$ cat src/rtl/operand_pair_loader_if.sv
// Byte-stream input and operand-pair output handshake bundle for operand_pair_loader.
interface operand_pair_loader_if #(
  parameter int WIDTH = 8
);
  logic [WIDTH-1:0] in_data;
  logic             in_valid;
  logic             in_ready;
  logic [WIDTH-1:0] a_out;
  logic [WIDTH-1:0] b_out;
  logic             op_sel;
  logic             out_valid;
  logic             out_ready;

  modport master (
    output in_data, in_valid, out_ready,
    input  in_ready, a_out, b_out, op_sel, out_valid
  );

  modport slave (
    input  in_data, in_valid, out_ready,
    output in_ready, a_out, b_out, op_sel, out_valid
  );
endinterface

$ cat src/rtl/operand_pair_loader.sv
// Assembles operand pair (A, B) from a byte stream and presents it to the XOR/AND combiner.
// Optional B-wait timeout is built only when OPLOAD_TIMEOUT_EN is defined.
//
// state   | meaning
// LOAD_A  | waiting for operand A byte
// LOAD_B  | A captured, waiting for operand B byte
// PRESENT | pair valid on outputs, waiting for combiner to take it
module operand_pair_loader #(
  parameter int WIDTH          = 8,
  parameter int TIMEOUT_CYCLES = 255
) (
  input  logic                 clk,
  input  logic                 rst,
  input  logic                 clear,
  operand_pair_loader_if.slave bus,
  output logic [7:0]           pair_cnt,
  output logic                 err_to
);

  typedef enum logic [1:0] {
    LOAD_A  = 2'd0,
    LOAD_B  = 2'd1,
    PRESENT = 2'd2
  } state_t;

  state_t           state_q, state_d;
  logic [WIDTH-1:0] a_q, a_d;
  logic [WIDTH-1:0] b_q, b_d;
  logic             out_valid_q, out_valid_d;
  logic [7:0]       pair_cnt_q, pair_cnt_d;
  logic             in_ready;
  logic             accept;
  logic             xfer;
  logic             timeout;

  assign in_ready = (state_q != PRESENT);
  assign accept   = bus.in_valid && in_ready;
  assign xfer     = out_valid_q && bus.out_ready;

`ifdef OPLOAD_TIMEOUT_EN
  logic [7:0] to_cnt_q, to_cnt_d;
  logic       err_to_q, err_to_d;

  // B arriving on the limit cycle wins, so the accept term masks the timeout.
  assign timeout = (state_q == LOAD_B) && !accept &&
                   (to_cnt_q == 8'(TIMEOUT_CYCLES - 1));

  always_comb begin
    to_cnt_d = 8'd0;
    err_to_d = 1'b0;
    if (!clear) begin
      if (timeout) begin
        err_to_d = 1'b1;
      end else if (state_q == LOAD_B && !accept) begin
        to_cnt_d = to_cnt_q + 8'd1;
      end
    end
  end

  always_ff @(posedge clk) begin
    if (rst) begin
      to_cnt_q <= 8'd0;
      err_to_q <= 1'b0;
    end else begin
      to_cnt_q <= to_cnt_d;
      err_to_q <= err_to_d;
    end
  end

  assign err_to = err_to_q;
`else
  wire [7:0] unused_timeout = 8'(TIMEOUT_CYCLES);

  assign timeout = 1'b0;
  assign err_to  = 1'b0;
`endif

  always_comb begin
    state_d     = state_q;
    a_d         = a_q;
    b_d         = b_q;
    out_valid_d = out_valid_q;
    pair_cnt_d  = pair_cnt_q;
    if (clear) begin
      state_d     = LOAD_A;
      out_valid_d = 1'b0;
    end else if (timeout) begin
      state_d = LOAD_A;
    end else begin
      case (state_q)
        LOAD_A: begin
          if (accept) begin
            a_d     = bus.in_data;
            state_d = LOAD_B;
          end
        end
        LOAD_B: begin
          if (accept) begin
            b_d         = bus.in_data;
            out_valid_d = 1'b1;
            state_d     = PRESENT;
          end
        end
        PRESENT: begin
          if (xfer) begin
            out_valid_d = 1'b0;
            pair_cnt_d  = pair_cnt_q + 8'd1;
            state_d     = LOAD_A;
          end
        end
        default: begin
          state_d     = LOAD_A;
          out_valid_d = 1'b0;
        end
      endcase
    end
  end

  always_ff @(posedge clk) begin
    if (rst) begin
      state_q     <= LOAD_A;
      a_q         <= '0;
      b_q         <= '0;
      out_valid_q <= 1'b0;
      pair_cnt_q  <= 8'd0;
    end else begin
      state_q     <= state_d;
      a_q         <= a_d;
      b_q         <= b_d;
      out_valid_q <= out_valid_d;
      pair_cnt_q  <= pair_cnt_d;
    end
  end

  assign bus.in_ready  = in_ready;
  assign bus.a_out     = a_q;
  assign bus.b_out     = b_q;
  assign bus.op_sel    = a_q[WIDTH-1];
  assign bus.out_valid = out_valid_q;
  assign pair_cnt      = pair_cnt_q;

endmodule
$ cat src/flat_wrapper.sv
// flat-port wrapper written by rule: the top's interface ports become plain ports
module operand_pair_loader_flat 
#(
  parameter int WIDTH          = 8,
  parameter int TIMEOUT_CYCLES = 255
)
  (clk, rst, clear, pair_cnt, err_to, bus_in_data, bus_in_valid, bus_out_ready, bus_in_ready, bus_a_out, bus_b_out, bus_op_sel, bus_out_valid);
  operand_pair_loader_if #(.WIDTH(WIDTH)) bus_i ();
  input  logic clk;
  input  logic rst;
  input  logic clear;
  output logic [7:0] pair_cnt;
  output logic err_to;
  input wire logic [$bits(bus_i.in_data)-1:0] bus_in_data;
  input wire logic [$bits(bus_i.in_valid)-1:0] bus_in_valid;
  input wire logic [$bits(bus_i.out_ready)-1:0] bus_out_ready;
  output wire logic [$bits(bus_i.in_ready)-1:0] bus_in_ready;
  output wire logic [$bits(bus_i.a_out)-1:0] bus_a_out;
  output wire logic [$bits(bus_i.b_out)-1:0] bus_b_out;
  output wire logic [$bits(bus_i.op_sel)-1:0] bus_op_sel;
  output wire logic [$bits(bus_i.out_valid)-1:0] bus_out_valid;
  assign bus_i.in_data = bus_in_data;
  assign bus_i.in_valid = bus_in_valid;
  assign bus_i.out_ready = bus_out_ready;
  assign bus_in_ready = bus_i.in_ready;
  assign bus_a_out = bus_i.a_out;
  assign bus_b_out = bus_i.b_out;
  assign bus_op_sel = bus_i.op_sel;
  assign bus_out_valid = bus_i.out_valid;
  operand_pair_loader #(.WIDTH(WIDTH), .TIMEOUT_CYCLES(TIMEOUT_CYCLES)) u_core (.clk(clk), .rst(rst), .clear(clear), .bus(bus_i), .pair_cnt(pair_cnt), .err_to(err_to));
endmodule
$ cat config.mk
export PLATFORM = sky130hd
export DESIGN_NAME = operand_pair_loader_flat
export DESIGN_NICKNAME = d
export VERILOG_FILES = /design/src/rtl/operand_pair_loader_if.sv /design/src/rtl/operand_pair_loader.sv /design/src/flat_wrapper.sv
export SDC_FILE = /design/constraint.sdc
export NUM_CORES = 1
export LEC_CHECK = 0
export CAP_MARGIN = 10
export CORE_UTILIZATION = 46
export CTS_BUF_LIST = sky130_fd_sc_hd__clkbuf_2
export DETAILED_ROUTE_END_ITERATION = 16
export PLACE_DENSITY = 0.92
export SLEW_MARGIN = 20
export SYNTH_ARGS = -nofsm -noshare
export SYNTH_HDL_FRONTEND = slang
export SYNTH_SLANG_ARGS = --single-unit
$ cat constraint.sdc
create_clock -name clk -period 1.65 [get_ports clk]
set_input_delay 0.33 -clock clk [delete_from_list [all_inputs] [get_ports clk]]
set_output_delay 0.33 -clock clk [all_outputs]
set_load 0.02 [all_outputs]
==> results.toml <==
[logic_synthesis]
syn_avg_cell_area_um2 = 9.26
ys_ff_latch = 27
syn_nets = 139
syn_area_um2 = 1160
ys_warn_count = 0
yosysSeqAreaShare_pct = 46.7
syn_inst = 125
synth_cell_type_count = 29

[die]
die_w_um = 52.2
fp.dieH_um = 52.2
core_um2 = 2300
dieArea_um2 = 2720
floorplan.initialDensity_pct = 50.4
ios = 41
num_rows = 17

[grt]
antenna_found_initial = 0
track_usage_pct = 21.6
grt_max_degree = 17
overflow = 0
grt_pass1_vias = 1010
grt_pass1_wl_um = 4330

[sta]
min_period_ps = 1570
drv_slew = 0
hold_violations = 0
skew_ps = 18.9
setup_viol = 0
finalCritPeriodShare_pct = 95.3
fmax_mhz = 636
rsz0062_at_grt = "false"
fin_ws_ps = 78.2

[route]
drt_iter0_drc = 14
routedWlPerCell_um = 13.3
routed_via_density = 5.35
drtPass1Iterations = 4
wirelength_um = 2620
ant_nets = 0
route.detailed.drc = 0
vias = 1054

[critical_path]
cp-end-kind = "output pin"
crit_required_ps = 1320
crit_type = "reg2out"
path_cells = "nand2b_1, dlygate4sd2_1"
setup.worst_path.start_class = "flop"
critPathSlowestCell = "dfxtp_2"
crit_arrival_ps = 1240
critical-path-top-delay-family = "flip-flops"
crit_buf_inv = 1
max_stage_delay_ps = 500
critPathMaxFanout = 9

[clock_network]
cts_buffer_depth = 2
cts.sinks = 27
tritoncts = "done"
clock_latency_ps = 370
cts_max_level = 1
cts_setup_buffers = 0
post_cts_resized = 36
cts-root-buf = "clkbuf_2"
cts_buffers = 3
clk_pin_slew_ps = 270
postCtsHoldBufs = 0

[placement]
placed_cell_area_um2 = 1610
dpl_worst_slack_ps = -190
port_buffers = 39
place_congestion = 0.797
dp_hpwl_um = 1970

[run_status]
status = "completed"

[power]
power_density_nw_per_um2 = 670
power.total_uw = 1080
p_leak_uw = 0.000744
vdd_drop_max_mv = 0.625

[final_layout]
area_delta_synth_final_pct = 39.6
drive_above_1_share_pct = 16.6
layout_common_cells = "dlygate4sd2_1, a21oi_1, dfxtp_1, nand2_1"
n_antenna_cell = 0
nets = 184
final_common_cell = "dlygate4sd2_1"
final_area_um2 = 1620

[hold_path]
worst_hold_path_type = "reg2reg"

[run]
cap_violations = 0
sequential cells by signal (all words and copies together), names as in the netlist:
name / flops
u_core.state_q: 2
u_core.bus.b_out: 8
u_core.pair_cnt: 8
u_core.bus.a_out: 8
u_core.bus.out_valid: 1
worst paths after layout:
kind,startpoint,endpoint,slack (ps),depth (start not counted)
setup reg to reg,u_core.state_q[0],u_core.bus.a_out[5],170,4
hold reg to reg,u_core.bus.a_out[4],u_core.bus.a_out[4],470,2
setup / recovery,u_core.state_q[1],bus_in_ready,80,2
hold / removal,u_core.bus.a_out[4],u_core.bus.a_out[4],470,2
cell families (layout without fill, tap and decap cells):
kind of cell               Yosys count  count (layout)  synth area share (%)
AOI/OAI and AO/OA                   28              28                  13.4
xor gates and xnor gates             1               1                 0.757
adders and majority gates            1               1                  1.08
buffers and inverters               12              56                  5.95
DFF                                 27              27                  46.7
muxes                                8               8                  6.92
other                                1               1                 0.324
and+or+nand+nor                     47              47                  24.9
worst reg2reg max path, stage by stage (launching register included):
cell	delay (ps)
dfxtp_4	420
buf_4	150
or4b_1	650
nand2_1	130
a21oi_1	70
per-layer routing:
metal	up-vias	GRT usage, %	routed length [um]
li1	527	-	-
met1	481	24.2	1030
met2	42	37.0	1310
met3	4	7.02	236
met4	0	9.65	38
met5	-	0	0
through the flow:
stage	util, %	hold WS [ps]	cells	setup TNS, ps
after CTS	70.3	474	197	0
final	70.3	472	197	0
after floorplan	-	466	125	0
after detailed placement	70.3	447	193	-3490
after global placement	70.3	441	193	-2740
after global routing	70.3	472	197	0
final cells by class:
class                      instances  area [um^2]
tap                               28         35.0
clock inverter                     1         7.51
inverter                           1         3.75
multi-input combinational         86          554
timing repair buffer              51          447
sequential                        27          553
fill                             186          682
clock buffer                       3         15.0
synthesized netlist by cell type:
library cell  count  area, um^2
and3b_1           1        8.76
or4b_1            1        10.0
o31ai_1           4        30.0
inv_1             1        3.75
nor4bb_1          1        10.0
or3_1             3        18.8
o21ai_0           4        20.0
buf_4             3        22.5
or4_1             4        30.0
nor4_1            1        6.26
nand2_1          18        67.6
ha_1              1        12.5
buf_1             1        3.75
nand4_1           2        12.5
clkbuf_1          2        7.51
nand4b_4          2        47.6
nor2_1            8        30.0
xnor2_1           1        8.76
conb_1            1        3.75
dfxtp_1          27         541
nand2b_1          2        12.5
or3b_1            1        8.76
mux2i_1           8        80.1
o32a_1            1        10.0
nor3_1            2        10.0
a21oi_1          19        95.1
nor4b_2           1        15.0
buf_2             4        20.0
buf_6             1        11.3
power by group:
group          total (uW)  switching (uW)  internal, uW
Combinational         143            70.6          72.1
Sequential            678            9.72           668
Clock                 262             206          56.2
Note: power is estimated with default switching activity, not from simulation.
